[src/rtl/pc_unit.sv]
// Program-counter unit for the IF stage: sequential fetch, stall, branch/jump
// redirect with one-entry pending buffer, exception vectoring and halt/resume.
module pc_unit #(
  parameter int               WIDTH        = 32,
  parameter int               STEP         = 4,
  parameter int               ALIGN_BITS   = 2,
  parameter logic [WIDTH-1:0] RESET_VECTOR = '0,
  parameter logic [WIDTH-1:0] EXC_VECTOR   = WIDTH'(32'h8000_0180)
) (
  input  logic             clk,
  input  logic             rst,
  input  logic             stall,
  input  logic             br_taken,
  input  logic [WIDTH-1:0] br_target,
  input  logic             jmp,
  input  logic [WIDTH-1:0] jmp_target,
  input  logic             exc,
  input  logic             halt,
  input  logic             resume,
  output logic [WIDTH-1:0] pc_out,
  output logic [WIDTH-1:0] pc_plus,
  output logic             pc_valid,
  output logic [WIDTH-1:0] epc,
  output logic             misalign
);

  localparam logic [WIDTH-1:0] ALIGN_MASK = WIDTH'((64'd1 << ALIGN_BITS) - 64'd1);

  typedef enum logic [1:0] {BOOT, RUN, HALT} state_t;

  state_t           state_reg, state_next;
  logic [WIDTH-1:0] pc_reg, pc_next;
  logic [WIDTH-1:0] epc_reg, epc_next;
  logic [WIDTH-1:0] pend_target_reg, pend_target_next;
  logic             pend_valid_reg, pend_valid_next;
  logic             misalign_reg, misalign_next;

  logic             redirect;
  logic [WIDTH-1:0] target;
  logic             target_bad;

  // Branch beats jump when both resolve in the same cycle.
  assign redirect   = br_taken | jmp;
  assign target     = br_taken ? br_target : jmp_target;
  assign target_bad = redirect && ((target & ALIGN_MASK) != '0);

  always_ff @(posedge clk) begin
    if (rst) begin
      state_reg       <= BOOT;
      pc_reg          <= RESET_VECTOR;
      epc_reg         <= '0;
      pend_target_reg <= '0;
      pend_valid_reg  <= 1'b0;
      misalign_reg    <= 1'b0;
    end else begin
      state_reg       <= state_next;
      pc_reg          <= pc_next;
      epc_reg         <= epc_next;
      pend_target_reg <= pend_target_next;
      pend_valid_reg  <= pend_valid_next;
      misalign_reg    <= misalign_next;
    end
  end

  always_comb begin
    state_next       = state_reg;
    pc_next          = pc_reg;
    epc_next         = epc_reg;
    pend_target_next = pend_target_reg;
    pend_valid_next  = pend_valid_reg;
    misalign_next    = 1'b0;
    case (state_reg)
      BOOT: state_next = RUN;
      RUN: begin
        if (exc) begin
          pc_next         = EXC_VECTOR;
          epc_next        = pc_reg;
          pend_valid_next = 1'b0;
        end else if (target_bad) begin
          pc_next         = EXC_VECTOR;
          epc_next        = pc_reg;
          misalign_next   = 1'b1;
          pend_valid_next = 1'b0;
        end else if (halt) begin
          state_next = HALT;
          if (redirect) begin
            pend_target_next = target;
            pend_valid_next  = 1'b1;
          end
        end else if (redirect) begin
          if (stall) begin
            pend_target_next = target;
            pend_valid_next  = 1'b1;
          end else begin
            pc_next         = target;
            pend_valid_next = 1'b0;
          end
        end else if (!stall) begin
          // Buffered redirect takes the first stall-free slot.
          if (pend_valid_reg) begin
            pc_next         = pend_target_reg;
            pend_valid_next = 1'b0;
          end else begin
            pc_next = pc_reg + WIDTH'(STEP);
          end
        end
      end
      HALT: begin
        if (exc) begin
          state_next      = RUN;
          pc_next         = EXC_VECTOR;
          epc_next        = pc_reg;
          pend_valid_next = 1'b0;
        end else if (resume) begin
          state_next      = RUN;
          pend_valid_next = 1'b0;
          if (pend_valid_reg) pc_next = pend_target_reg;
        end
      end
      default: state_next = BOOT;
    endcase
  end

  assign pc_out   = pc_reg;
  assign pc_plus  = pc_reg + WIDTH'(STEP);
  assign pc_valid = (state_reg == RUN);
  assign epc      = epc_reg;
  assign misalign = misalign_reg;

endmodule
[config.mk]
export PLATFORM = sky130hd
export DESIGN_NAME = pc_unit
export DESIGN_NICKNAME = d
export VERILOG_FILES = /design/src/rtl/pc_unit.sv
export SDC_FILE = /design/constraint.sdc
export NUM_CORES = 1
export LEC_CHECK = 0
export CAP_MARGIN = 40
export CORE_ASPECT_RATIO = 0.7
export CORE_MARGIN = 5
export CORE_UTILIZATION = 30
export CTS_CLUSTER_DIAMETER = 200
export DETAILED_ROUTE_END_ITERATION = 8
export SETUP_SLACK_MARGIN = 0.05
export SYNTH_ARGS = -nofsm -noshare
export SYNTH_HDL_FRONTEND = slang
export SYNTH_SLANG_ARGS = --single-unit
[constraint.sdc]
create_clock -name clk -period 5.7 [get_ports clk]
set_input_delay 1.71 -clock clk [delete_from_list [all_inputs] [get_ports clk]]
set_output_delay 1.71 -clock clk [all_outputs]
set_load 0.03 [all_outputs]
==> metrics.log, run 1 <==
INFO  metric worst_slew_pin_slew = 913.8 ps
INFO  metric syn_inst = roughly 760
INFO  metric number_of_input_and_output_port_buffers_inserted = around 170
INFO  metric crit_end = pc_plus[30]
INFO  metric static-leakage-power = roughly 2.7 nW
INFO  metric place_congestion = 0.8974
INFO  metric gr-total-overflow = 0
INFO  metric synth-seq-cells = 100
INFO  metric place.detailed.hpwl = approximately 17,000 um
INFO  metric worstHoldPathCells = 2
INFO  metric die_y = 126.8 um
INFO  metric finalSetupViolCount = 0
INFO  metric timing.final.crit_share = between 80 and 90%
INFO  metric synth_seq_area_share = approximately a third
INFO  metric fillerInstances = between 1,500 and 2,000
INFO  metric design.die.area = approximately 22,000 um^2
INFO  metric clockBufferDepth = 2
INFO  metric critical_path.max_fanout = 14
INFO  metric total_negative_slack = 0 ps
INFO  metric async_reset_ff_share = 0%
INFO  metric synthesis.area_per_instance = roughly 7.7 um^2
INFO  metric ctsRootBufferMaster = sky130_fd_sc_hd__clkbuf_16
INFO  metric die-width = around 180 um
INFO  metric final_max_slew_viol_count = 0
INFO  metric syn-cell-area = 5849 um^2
INFO  metric num_vias = approximately 6,600
INFO  metric r2r-end = pc_out[10]$_SDFFE_PP0P_
INFO  metric first_pass_iters = 5
INFO  metric grt_antenna_before_repair = 0
INFO  metric post_drt_via_cell_ratio = between 5 and 6
INFO  metric wire_per_inst = between 20 and 25 um
INFO  metric outcome = finished clean
INFO  metric drcViolationCount = 0
INFO  metric ctsHoldBuffers = 0
INFO  metric max-cap-violations = 0
INFO  metric r2r_start = state_reg[1]$_SDFFE_PP0P_
INFO  metric crit_path_start_kind = register
INFO  metric setup.worst_path.end_class = output port
INFO  metric synth_edf_count = 0
INFO  metric setup.reg_to_reg.worst_slack = 2810 ps
INFO  metric grt_max_degree = 73
INFO  metric area.growth.synth_to_final = 39.27%
INFO  metric post_route_cells_drive_above_1_share = between 6 and 7%
INFO  metric synth_flop_cell = sky130_fd_sc_hd__dfxtp_1
INFO  metric pwr_density_cell = 250.9 nW/um^2
INFO  metric setup.worst_path.class = register to output port
INFO  metric synth_nets = roughly 840
INFO  metric track_usage = approximately a fifth
INFO  metric place_ws = 1099 ps
INFO  metric routed_wirelength = 24,310 um
INFO  metric power.ir.vdd_worst = around 0.00016 V
INFO  metric synth.yosys.warnings = 0
INFO  metric cts_tree = built
INFO  metric coreArea = between 15,000 and 20,000 um^2
INFO  metric detailedRoute.firstIterationViolations = between 700 and 800
INFO  metric antenna_violating_nets_post_route = 0
INFO  metric final_nets = 970
INFO  metric worst_ep_required_time = 3990 ps
INFO  metric cp.arrival = around 3300 ps
INFO  metric clkSinkCount = 100
INFO  metric fin_worst_hold_slack = about 450 ps
INFO  metric antenna-diode-count = 0
INFO  metric clock_skew = slightly above 6 ps
INFO  metric synth.distinct_cells = 73
INFO  metric grt_setup_unrepaired = false
INFO  metric clock_tree.htree_level_count = 3
INFO  metric worst_slack = 695.3 ps
INFO  metric fmaxAchievable = 199.8 MHz
INFO  metric cts_resized = 0
INFO  metric min_period = approximately 5000 ps
INFO  metric num_rows = 42
INFO  metric cp-startpoint = pc_out[10]$_SDFFE_PP0P_
INFO  metric reg2reg_depth = 8
INFO  metric post-cts-setup-buffer-count = 0
INFO  metric report.final.hold_viol_count = 0
INFO  metric class_of_the_tightest_hold_or_removal_check = register to register
INFO  metric clkSlewWorstSetupHoldPaths = around 70 ps
INFO  metric tritoncts.num_buffers = 9
INFO  metric via_count_of_the_first_global_routing_pass = slightly above 6,000
INFO  metric initial_core_util = a little under a third
INFO  metric clock_latency = ~350 ps
INFO  metric max_slew_margin = 38.61%
INFO  metric floorplan.io_pins = between 150 and 200
INFO  metric grt_first_pass_wirelength = approximately 37,000 um
-- routing by layer --
metal | global-route usage [%] | wire length (um)
met5 | 0 | 0
met3 | 5.532 | 2653
met1 | 32.17 | 11670
met4 | 3.001 | 234
met2 | 29.08 | 9750
-- how the worst min path moves through the flow --
stage	from	endpoint	slack [ps]
2_1_floorplan	pend_target_reg[1]$_SDFFE_PP0P_	pc_out[1]$_SDFFE_PP0P_	440
3_3_place_gp	epc[28]$_SDFFE_PP0P_	epc[28]$_SDFFE_PP0P_	440
3_5_place_dp	epc[9]$_SDFFE_PP0P_	epc[9]$_SDFFE_PP0P_	450
4_1_cts	epc[9]$_SDFFE_PP0P_	epc[9]$_SDFFE_PP0P_	460
5_1_grt	epc[6]$_SDFFE_PP0P_	epc[6]$_SDFFE_PP0P_	480
6_report	epc[9]$_SDFFE_PP0P_	epc[9]$_SDFFE_PP0P_	450
-- stage by stage --
stage	util (%)	std cells	power, W	cell area, um^2
CTS	42.82	1162	0.002050	8147
global route	42.82	1162	0.002118	8147
detailed placement	41.04	1147	0.001328	7807
finish	42.82	1162	0.002044	8147
floorplan	-	762	0.001078	5849
global placement	40.90	1146	0.001318	7780
-- power breakdown --
part / total (W) / switching [W] / internal (W) / leakage, nW
Sequential: 0.000778 / 0.0000472 / 0.000731 / 0.810
Combinational: 0.000544 / 0.000332 / 0.000212 / 1.74
Clock: 0.000722 / 0.000291 / 0.000432 / 0.165
-- area by class of cell --
cell class	count	area (um^2)	area share (%)
multi-input cells	576	3527	43.30
flip-flops and latches	100	2002	24.57
repair buffers	190	1884	23.13
well taps	264	330.3	4.055
clock buffers	10	229.0	2.811
clock inverters	5	110.1	1.352
inverters	17	63.81	0.7833
-- placed cells by master (no fill, tap or decap), types with 4 or more instances in the layout --
| cell | netlist | final |
|---|---|---|
| sky130_fd_sc_hd__a211oi_1 | 37 | 37 |
| sky130_fd_sc_hd__a21boi_0 | 8 | 8 |
| sky130_fd_sc_hd__a21oi_1 | 67 | 66 |
| sky130_fd_sc_hd__a221oi_1 | 5 | 5 |
| sky130_fd_sc_hd__a31oi_1 | 12 | 12 |
| sky130_fd_sc_hd__a32oi_1 | 4 | 4 |
| sky130_fd_sc_hd__and3_1 | 6 | 6 |
| sky130_fd_sc_hd__and4_1 | 4 | 4 |
| sky130_fd_sc_hd__buf_4 | 2 | 18 |
| sky130_fd_sc_hd__clkbuf_16 | 0 | 9 |
| sky130_fd_sc_hd__clkdlybuf4s50_1 | 0 | 167 |
| sky130_fd_sc_hd__dfxtp_1 | 100 | 100 |
| sky130_fd_sc_hd__ha_1 | 4 | 4 |
| sky130_fd_sc_hd__inv_1 | 16 | 16 |
| sky130_fd_sc_hd__mux2i_1 | 18 | 18 |
| sky130_fd_sc_hd__nand2_1 | 105 | 105 |
| sky130_fd_sc_hd__nand2b_1 | 10 | 10 |
| sky130_fd_sc_hd__nand3_1 | 13 | 13 |
| sky130_fd_sc_hd__nand4_1 | 13 | 13 |
| sky130_fd_sc_hd__nor2_1 | 64 | 63 |
| sky130_fd_sc_hd__nor2b_1 | 8 | 8 |
| sky130_fd_sc_hd__nor3_1 | 24 | 24 |
| sky130_fd_sc_hd__nor4_1 | 13 | 13 |
| sky130_fd_sc_hd__o2111ai_1 | 4 | 4 |
| sky130_fd_sc_hd__o211ai_1 | 5 | 5 |
| sky130_fd_sc_hd__o21ai_0 | 22 | 22 |
| sky130_fd_sc_hd__o221ai_1 | 4 | 4 |
| sky130_fd_sc_hd__o22ai_1 | 17 | 17 |
| sky130_fd_sc_hd__o311a_1 | 5 | 5 |
| sky130_fd_sc_hd__o31ai_1 | 8 | 8 |
| sky130_fd_sc_hd__o32ai_1 | 6 | 6 |
| sky130_fd_sc_hd__or2_2 | 8 | 8 |
| sky130_fd_sc_hd__or3_1 | 5 | 5 |
| sky130_fd_sc_hd__xnor2_1 | 15 | 15 |
| sky130_fd_sc_hd__xor2_1 | 7 | 7 |
-- Yosys cell counts, drive strengths merged, types with 12 or more instances --
cell / instances / share of area [%]
o21ai: 23 / 2.0
nor3: 24 / 2.1
inv: 16 / 1.0
xnor2: 15 / 2.2
clkbuf: 58 / 3.7
dfxtp: 100 / 34
nand2: 105 / 6.7
a21oi: 67 / 5.7
o22ai: 17 / 1.8
a211oi: 37 / 4.7
nor4: 14 / 1.6
nor2: 64 / 4.1
mux2i: 18 / 3.1
nand4: 14 / 1.6
nand3: 13 / 1.1
a31oi: 12 / 1.3
-- critical path, cell delays in order (launching register included) --
cell                              delay, ps
sky130_fd_sc_hd__dfxtp_1                520
sky130_fd_sc_hd__nand4_2                220
sky130_fd_sc_hd__or4_4                  710
sky130_fd_sc_hd__nor4_1                 590
sky130_fd_sc_hd__xor2_1                 190
sky130_fd_sc_hd__clkdlybuf4s50_1        710
-- logic make-up (layout without fill, tap and decap cells) --
kind of cell	after synthesis	in the layout	synth area share, %
AOI/OAI and AO/OA	244	244	29.03
buffers and inverters	86	222	5.797
muxes	19	19	3.273
xor gates and xnor gates	22	22	3.294
DFF	100	100	34.22
adders and majority gates	4	4	0.8556
and+or+nand+nor	287	287	23.53
(Power assumes the default switching activity.)
==> inputs of run 2 (changes only) <==
CAP_MARGIN = default   (was 40)
==> run 2 against run 1 <==
  * Die area stayed put
  * Cell count hardly changed
  * Flip-flop and latch count stayed put
  * Non-clock buffer count is 1 lower
  * Sequential power hardly changed
  * Final area is 0.63% lower
  * Hold slack better by 1.0 ps
  * Via count is 0.17% lower
  * Largest cell class unchanged
  * Largest power group unchanged
==> metrics.log, run 2 (synthesis results as in run 1) <==
INFO  metric antenna-diode-count = 0 (unchanged)
INFO  metric total_negative_slack = 0 ps (unchanged)
INFO  metric detailedRoute.firstIterationViolations = 768 (was 724)
INFO  metric final_max_slew_viol_count = 0 (unchanged)
INFO  metric initial_core_util = 30.75% (unchanged)
INFO  metric final_cell_mix = 167 x sky130_fd_sc_hd__clkdlybuf4s50_1, 105 x sky130_fd_sc_hd__nand2_1, 100 x sky130_fd_sc_hd__dfxtp_1, 66 x sky130_fd_sc_hd__a21oi_1, 63 x sky130_fd_sc_hd__nor2_1 (unchanged)
INFO  metric floorplan.io_pins = 170 (unchanged)
INFO  metric routed_wirelength = 24,320 um (was 24,310 um)
INFO  metric critical_path.max_fanout = 14 (unchanged)
INFO  metric outcome = finished clean (unchanged)
INFO  metric num_vias = 6,546 (was 6,557)
INFO  metric grt_first_pass_wirelength = 36,520 um (was 36,690 um)
INFO  metric track_usage = 20.65% (was 20.75%)
INFO  metric static-leakage-power = 2.680 nW (was 2.710 nW)
INFO  metric via_count_of_the_first_global_routing_pass = 5,996 (was 6,034)
INFO  metric setup.reg_to_reg.worst_slack = 2780 ps (was 2810 ps)
INFO  metric timing.final.crit_share = 87.63% (was 87.80%)
INFO  metric grt_max_degree = 73 (unchanged)
INFO  metric grt_setup_unrepaired = false (unchanged)
INFO  metric cp.arrival = 3290 ps (about the same)
INFO  metric clock_latency = 350 ps (about the same)
INFO  metric number_of_input_and_output_port_buffers_inserted = 169 (unchanged)
INFO  metric die_y = 126.8 um (unchanged)
INFO  metric finalCoreUtilization = 42.55% (was 42.82%)
INFO  metric first_pass_iters = 5 (unchanged)
INFO  metric placed_cells_incl_taps = 1,146 (was 1,147)
INFO  metric cts_tree = built (unchanged)
INFO  metric report.final.hold_viol_count = 0 (unchanged)
INFO  metric worst_slew_pin_slew = 1039 ps (was 913.8 ps)
INFO  metric cp-startpoint = pc_out[10]$_SDFFE_PP0P_ (unchanged)
INFO  metric grt_antenna_before_repair = 0 (unchanged)
INFO  metric tritoncts.num_buffers = 9 (unchanged)
INFO  metric final_common_cell = sky130_fd_sc_hd__clkdlybuf4s50_1 (unchanged)
INFO  metric cts_resized = 0 (unchanged)
INFO  metric class_of_the_tightest_hold_or_removal_check = register to register (unchanged)
INFO  metric max_slew_margin = 30.55% (was 38.61%)
INFO  metric ctsHoldBuffers = 0 (unchanged)
INFO  metric post-cts-setup-buffer-count = 0 (unchanged)
INFO  metric design.die.area = 22,430 um^2 (unchanged)
INFO  metric antenna_violating_nets_post_route = 0 (unchanged)
INFO  metric power.ir.vdd_worst = 0.0001505 V (was 0.0001630 V)
INFO  metric final_nets = 969 (was 970)
INFO  metric timing.hold.worst.start = epc[24]$_SDFFE_PP0P_ (was epc[9]$_SDFFE_PP0P_)
INFO  metric multi_input_area = 3527 um^2 (unchanged)
INFO  metric setup.worst_path.end_class = output port (unchanged)
INFO  metric place_congestion = 0.8974 (unchanged)
INFO  metric post_drt_via_cell_ratio = 5.638 (was 5.643)
INFO  metric num_rows = 42 (unchanged)
INFO  metric crit_path_start_kind = register (unchanged)
INFO  metric clock_skew = 10.76 ps (was 6.074 ps)
INFO  metric fin_worst_hold_slack = 456.0 ps (was 455.0 ps)
INFO  metric final-seq-area = 2002 um^2 (unchanged)
INFO  metric pwr_density_cell = 246.1 nW/um^2 (was 250.9 nW/um^2)
INFO  metric min_period = 4995 ps (was 5005 ps)
INFO  metric drcViolationCount = 0 (unchanged)
INFO  metric post_route_cells_drive_above_1_share = 6.355% (was 6.459%)
INFO  metric clkSlewWorstSetupHoldPaths = 70 ps (about the same)
INFO  metric r2r_start = state_reg[1]$_SDFFE_PP0P_ (unchanged)
INFO  metric fmaxAchievable = 200.2 MHz (was 199.8 MHz)
INFO  metric gr-total-overflow = 0 (unchanged)
INFO  metric clkSinkCount = 100 (unchanged)
INFO  metric die-width = 176.9 um (unchanged)
INFO  metric postLayoutCellArea = 8095 um^2 (was 8147 um^2)
INFO  metric clockBufferDepth = 2 (unchanged)
INFO  metric setup.worst_path.class = register to output port (unchanged)
INFO  metric dpl_cell_area = 7780 um^2 (was 7807 um^2)
INFO  metric coreArea = 19,020 um^2 (unchanged)
INFO  metric worst_ep_required_time = 3990 ps (about the same)
INFO  metric ctsRootBufferMaster = sky130_fd_sc_hd__clkbuf_16 (unchanged)
INFO  metric area.growth.synth_to_final = 38.40% (was 39.27%)
INFO  metric stdcell_count = 1,161 (was 1,162)
INFO  metric max-cap-violations = 0 (unchanged)
INFO  metric place.detailed.hpwl = 17,440 um (about the same)
INFO  metric wire_per_inst = 20.94 um (was 20.92 um)
INFO  metric finalSetupViolCount = 0 (unchanged)
INFO  metric fillerInstances = 1,996 (was 1,958)
INFO  metric clock_tree.htree_level_count = 3 (unchanged)
## run 2: final timing paths
kind | end | cells past startpoint
max | pc_plus[30] | 5
min | epc[24]$_SDFFE_PP0P_ | 2
max reg2reg | pc_out[21]$_SDFFE_PP0P_ | 8
min reg2reg | epc[24]$_SDFFE_PP0P_ | 2
## run 2: metal layers
metal / GRT usage [%] / vias to the layer above / part of all wire, %
li1: - / 3087 / -
met1: 31.75 / 3103 / 49
met3: 6.157 / 18 / 11
met5: 0 / - / 0
met4: 3.047 / 0 / 0.75
met2: 28.76 / 338 / 40
## run 2: worst max-delay path, stage by stage (launching register included)
cell	delay, ps
sky130_fd_sc_hd__dfxtp_1	510
sky130_fd_sc_hd__nand4_2	230
sky130_fd_sc_hd__or4_4	710
sky130_fd_sc_hd__nor4_1	590
sky130_fd_sc_hd__xor2_1	200
sky130_fd_sc_hd__clkdlybuf4s50_1	710
## run 2: stage by stage
stage / total power, W / worst slack, ps
2_1_floorplan: 0.001078 / 1463
3_3_place_gp: 0.001318 / 1163
3_5_place_dp: 0.001320 / 1107
4_1_cts: 0.001992 / 732.7
5_1_grt: 0.002062 / 592.1
6_report: 0.001993 / 704.8
## run 2: where the power goes
part           switching, W  leakage [nW]  internal, W
Sequential        0.0000473         0.810     0.000731
Combinational      0.000331          1.72     0.000204
Clock              0.000293         0.147     0.000387
## run 2: area by class of cell
type                            count  area share [%]
Multi-Input combinational cell    576           43.57
Sequential cell                   100           24.73
Timing Repair Buffer              189           22.94
Tap cell                          264           4.080
Clock buffer                       10           2.828
Clock inverter                      5           1.066
Inverter                           17          0.7883
==> patch 1 (config.mk and constraints of run 1) <==
The parameter `WIDTH` goes from 32 to 64.
--- a/src/rtl/pc_unit.sv
+++ b/src/rtl/pc_unit.sv
@@ -1,7 +1,7 @@
 // Program-counter unit for the IF stage: sequential fetch, stall, branch/jump
 // redirect with one-entry pending buffer, exception vectoring and halt/resume.
 module pc_unit #(
-  parameter int               WIDTH        = 32,
+  parameter int               WIDTH        = 64,
   parameter int               STEP         = 4,
   parameter int               ALIGN_BITS   = 2,
   parameter logic [WIDTH-1:0] RESET_VECTOR = '0,
Interface: changed (5 resized); port bits go from 170 to 330. The function was not compared with the original's and may differ.
==> patch 1 against run 1 <==
Non-clock buffer count increased by 184; total power increased to 3.0 times the old value; sequential share of layout area increased by 0.53 points; critical path type unchanged; sequential cell count increased by 96; cell area increased by 92%; register-to-register slack got worse by 0.34 ns; largest power group is now combinational logic; synthesized area increased by 92%; highest routed layer is now met5; setup slack got worse by 0.41 ns; via count increased by 95%; routed wire length increased by 130%; synthesized cell count increased by 99%.
==> patch 1: results (changes against run 1) <==
| Metric | Value |
|---|---|
| Clk tree area frac | `3.73% (-0.43 points)` |
| Post-Route M1 WL | `25.9 mm (+120%)` |
| Combinational share of power | `49.2% (+23 points)` |
| Met1 Track Usage GR | `38.6% (+6.4 points)` |
| CP Launch Point | `pc_out[35]` |
| Global placer's final weighted congestion | `0.973 (+8.4%)` |
| Placed instance area | `15,000 sq um (+93%)` |
| Status | `completed` |
| GR met3 Demand/Resource | `9.74% (+4.2 points)` |
| First-pass DRT Iterations | `6 (+1)` |
| Arrival @ worst endpoint | `3.70 ns (+0.41 ns)` |
| WHS Endpoint | `epc[4]` |
| Met2 Use GR | `33.7% (+4.7 points)` |
| Multi-input combinational area share | `42.4% (-0.90 points)` |
| Nonclk inv count | `42 (+25)` |
| Number of flip-flops and latches | `196 (+96%)` |
| Fillcell total | `3,832 (+96%)` |
| WL met3 | `6.41 mm (+140%)` |
| Initial antenna violation count | `4 (+4)` |
| Highest Signal Layer | `met5` |
| Count of cell types in the netlist | `75 (+2.7%)` |
| R2R Setup Slk | `2.47 ns (-0.34 ns)` |
| Commonest cells post-synth | `dfxtp_1, nand2_1, a21oi_1, nor2_1, clkbuf_1` |
| 1st-iter DRT viols | `1,477 (+100%)` |
| Latest clock arrival within the worst-skew pair | `0.46 ns (+0.11 ns)` |
| Critical R2R Capture | `pc_out[28]` |
| Share of layout cells above drive strength 1 | `6.50% (+0.040 points)` |
patch 1: logic make-up (layout without fill, tap and decap cells):
kind of cell / count (synthesis) / count (layout) / share of synthesized area (%)
compound gates: 474 / 474 / 26.9
xor+xnor: 54 / 54 / 4.21
fa+ha+maj: 4 / 4 / 0.446
buf+inv: 183 / 448 / 6.36
flops: 196 / 196 / 34.9
mux: 38 / 38 / 3.42
other cells: 0 / 2 / 0
simple gates: 571 / 571 / 23.7
patch 1: per-stage QoR:
stage	std cells	utilization (%)	setup WS [ns]
global route	2275	42.2	0.112
floorplan	1520	-	1.12
finish	2275	42.2	0.288
CTS	2273	42.1	0.0983
detailed placement	2241	40.6	0.620
global placement	2239	40.5	0.676
patch 1: critical path, cell delays in order (launching register included):
cell             delay [ns]
dfxtp_1                0.53
nand4_1                0.39
nor2_1                 0.47
nand4_1                0.40
nor3_1                 0.55
xor2_1                 0.19
clkdlybuf4s50_1        0.71
==> patch 2 (config.mk and constraints of run 1) <==
Without the edit above. Re-encode `state_t` (3 states) as one-hot, 3 bits wide.
--- a/src/rtl/pc_unit.sv
+++ b/src/rtl/pc_unit.sv
@@ -26,7 +26,7 @@
 
   localparam logic [WIDTH-1:0] ALIGN_MASK = WIDTH'((64'd1 << ALIGN_BITS) - 64'd1);
 
-  typedef enum logic [1:0] {BOOT, RUN, HALT} state_t;
+  typedef enum logic [2:0] {BOOT = 3'b001, RUN = 3'b010, HALT = 3'b100} state_t;
 
   state_t           state_reg, state_next;
   logic [WIDTH-1:0] pc_reg, pc_next;
Function: same outputs for any inputs over 4 cycles, from zero or initial values and one cycle with rst high; so few cycles prove little.
==> patch 2 against run 1 <==
Total power down 21%; synthesized area down 4.4%; synthesized cell count down 10%; cell area down 4.5%; core utilization about the same; routed wire length down 11%; via count down 12%; setup slack better by 0.10 ns; sequential cell count up 1.
==> patch 2: results (changes against run 1) <==
| Metric | Value |
|---|---|
| Status | `completed` |
| Async set or reset register ratio after synthesis | `0% (unchanged)` |
| Final Net Count | `907 (-6.5%)` |
| Global placer's final weighted congestion | `0.887 (-1.1%)` |
| Synth Area in Compound Gates | `21.2% (-7.8 points)` |
| Largest net degree at the start of global routing | `80 (+9.6%)` |
| Arrival @ worst endpoint | `3.19 ns (-0.10 ns)` |
| Commonest cells post-synth | `nor2_1, dfxtp_1, mux2i_1, nand2_1, a21oi_1` |
| Post-DP HPWL | `16.2 mm (-6.9%)` |
| Register area share after synthesis | `36.2% (+1.9 points)` |
| Share of layout cells above drive strength 1 | `8.22% (+1.8 points)` |
| Final wirelength | `21.5 mm (-11%)` |
| Setup TNS | `0 ns (unchanged)` |
| Max rail drop VDD | `0.136 mV (-17%)` |
| Vias in the first global route | `5,583 (-7.5%)` |
| CTS root buffer | `clkbuf_16` |
| Syn nets | `755 (-9.9%)` |
| # resized after CTS | `0 (unchanged)` |
| Initial antenna violation count | `0 (unchanged)` |
| Area share of xor/xnor cells in the synthesized design | `3.92% (+0.62 points)` |
| Main area contributors after synthesis | `dfxtp_1, mux2i_1, nor2_1` |
| Max Fanout on Critical Path | `9 (-5)` |
| Hold WS | `0.480 ns (+0.0251 ns)` |
| Mux cell area share after synthesis | `10.2% (+6.9 points)` |
| Top delay family on crit path | `simple AND/OR/NAND/NOR gates` |
| Total GRT Usage | `19.3% (-1.5 points)` |
| DR vias | `5,784 (-12%)` |
| First-pass DRT Iterations | `5 (unchanged)` |
| Synth Area in Adders | `0.224% (-0.63 points)` |
| LEAKAGE | `0.00263 uW (-3.1%)` |
| Port bufs | `169 (unchanged)` |
| R2R Setup Slk | `3.10 ns (+0.29 ns)` |
| Count of cell types in the netlist | `69 (-5.5%)` |
| Fin Clk Skew | `0.00767 ns (+0.00160 ns)` |
| Slowest CP cell | `clkdlybuf4s50_1` |
| First-pass GRT wire length | `33.2 mm (-9.5%)` |
| Worst-Margin Slew | `0.929 ns (+0.0155 ns)` |
| # diodes | `0 (unchanged)` |
| 1st-iter DRT viols | `523 (-28%)` |
| Htree depth | `3 (unchanged)` |
| Clock transition at the registers of the reported paths | `about 0.080 ns` |
==> patch 2: cell types whose count changed in the layout (fill, tap and decap cells not counted), sizes merged, moves of 17 or more <==
cell,change
a21oi,-29
mux2i,+30
o21ai,+17
nor2,+42
nand2,-59
==> patch 2: path summary, 6_finish.rpt <==
check,end,depth (start not counted),from
worst max-delay path,pc_plus[29],5,pc_out[7]
worst min-delay path,pend_target_reg[0],1,pend_target_reg[0]
worst max register to register,pc_out[25],7,state_reg[1]
worst min register to register,pend_target_reg[0],1,pend_target_reg[0]
==> patch 2: cells by family after synthesis <==
family,count (synthesis)
simple gates,260
compound gates,177
flops,101
buf+inv,62
mux,56
xor+xnor,25
fa+ha+maj,1
==> patch 2: per-stage QoR <==
step	setup slack [ns]	instances	area [sq um]
after floorplan	1.63	682	5590
after global placement	1.04	1056	7490
after detailed placement	1.18	1059	7510
after CTS	0.820	1075	7780
after global routing	0.656	1075	7780
final	0.797	1075	7780
==> patch 2: cell type report <==
class	instances	area (sq um)
fill	1848	10400
inverter	10	37.5
clock buffer	10	229
tap	236	295
timing repair buffer	193	1860
multi-input combinational	519	3290
sequential	101	2020
clock inverter	6	40.0
==> patch 2: power breakdown <==
part	switching (uW)	leakage, uW	internal [uW]
clock network	283	0.000120	295
registers	20.2	0.000815	717
logic	162	0.00169	128
total	465	0.00263	1140
==> patch 2: routing by layer <==
layer | share of wire [%] | track usage (%)
met4 | 1.1 | 3.61
met5 | 0 | 0
met1 | 48 | 27.8
met3 | 9.4 | 6.10
met2 | 42 | 28.4
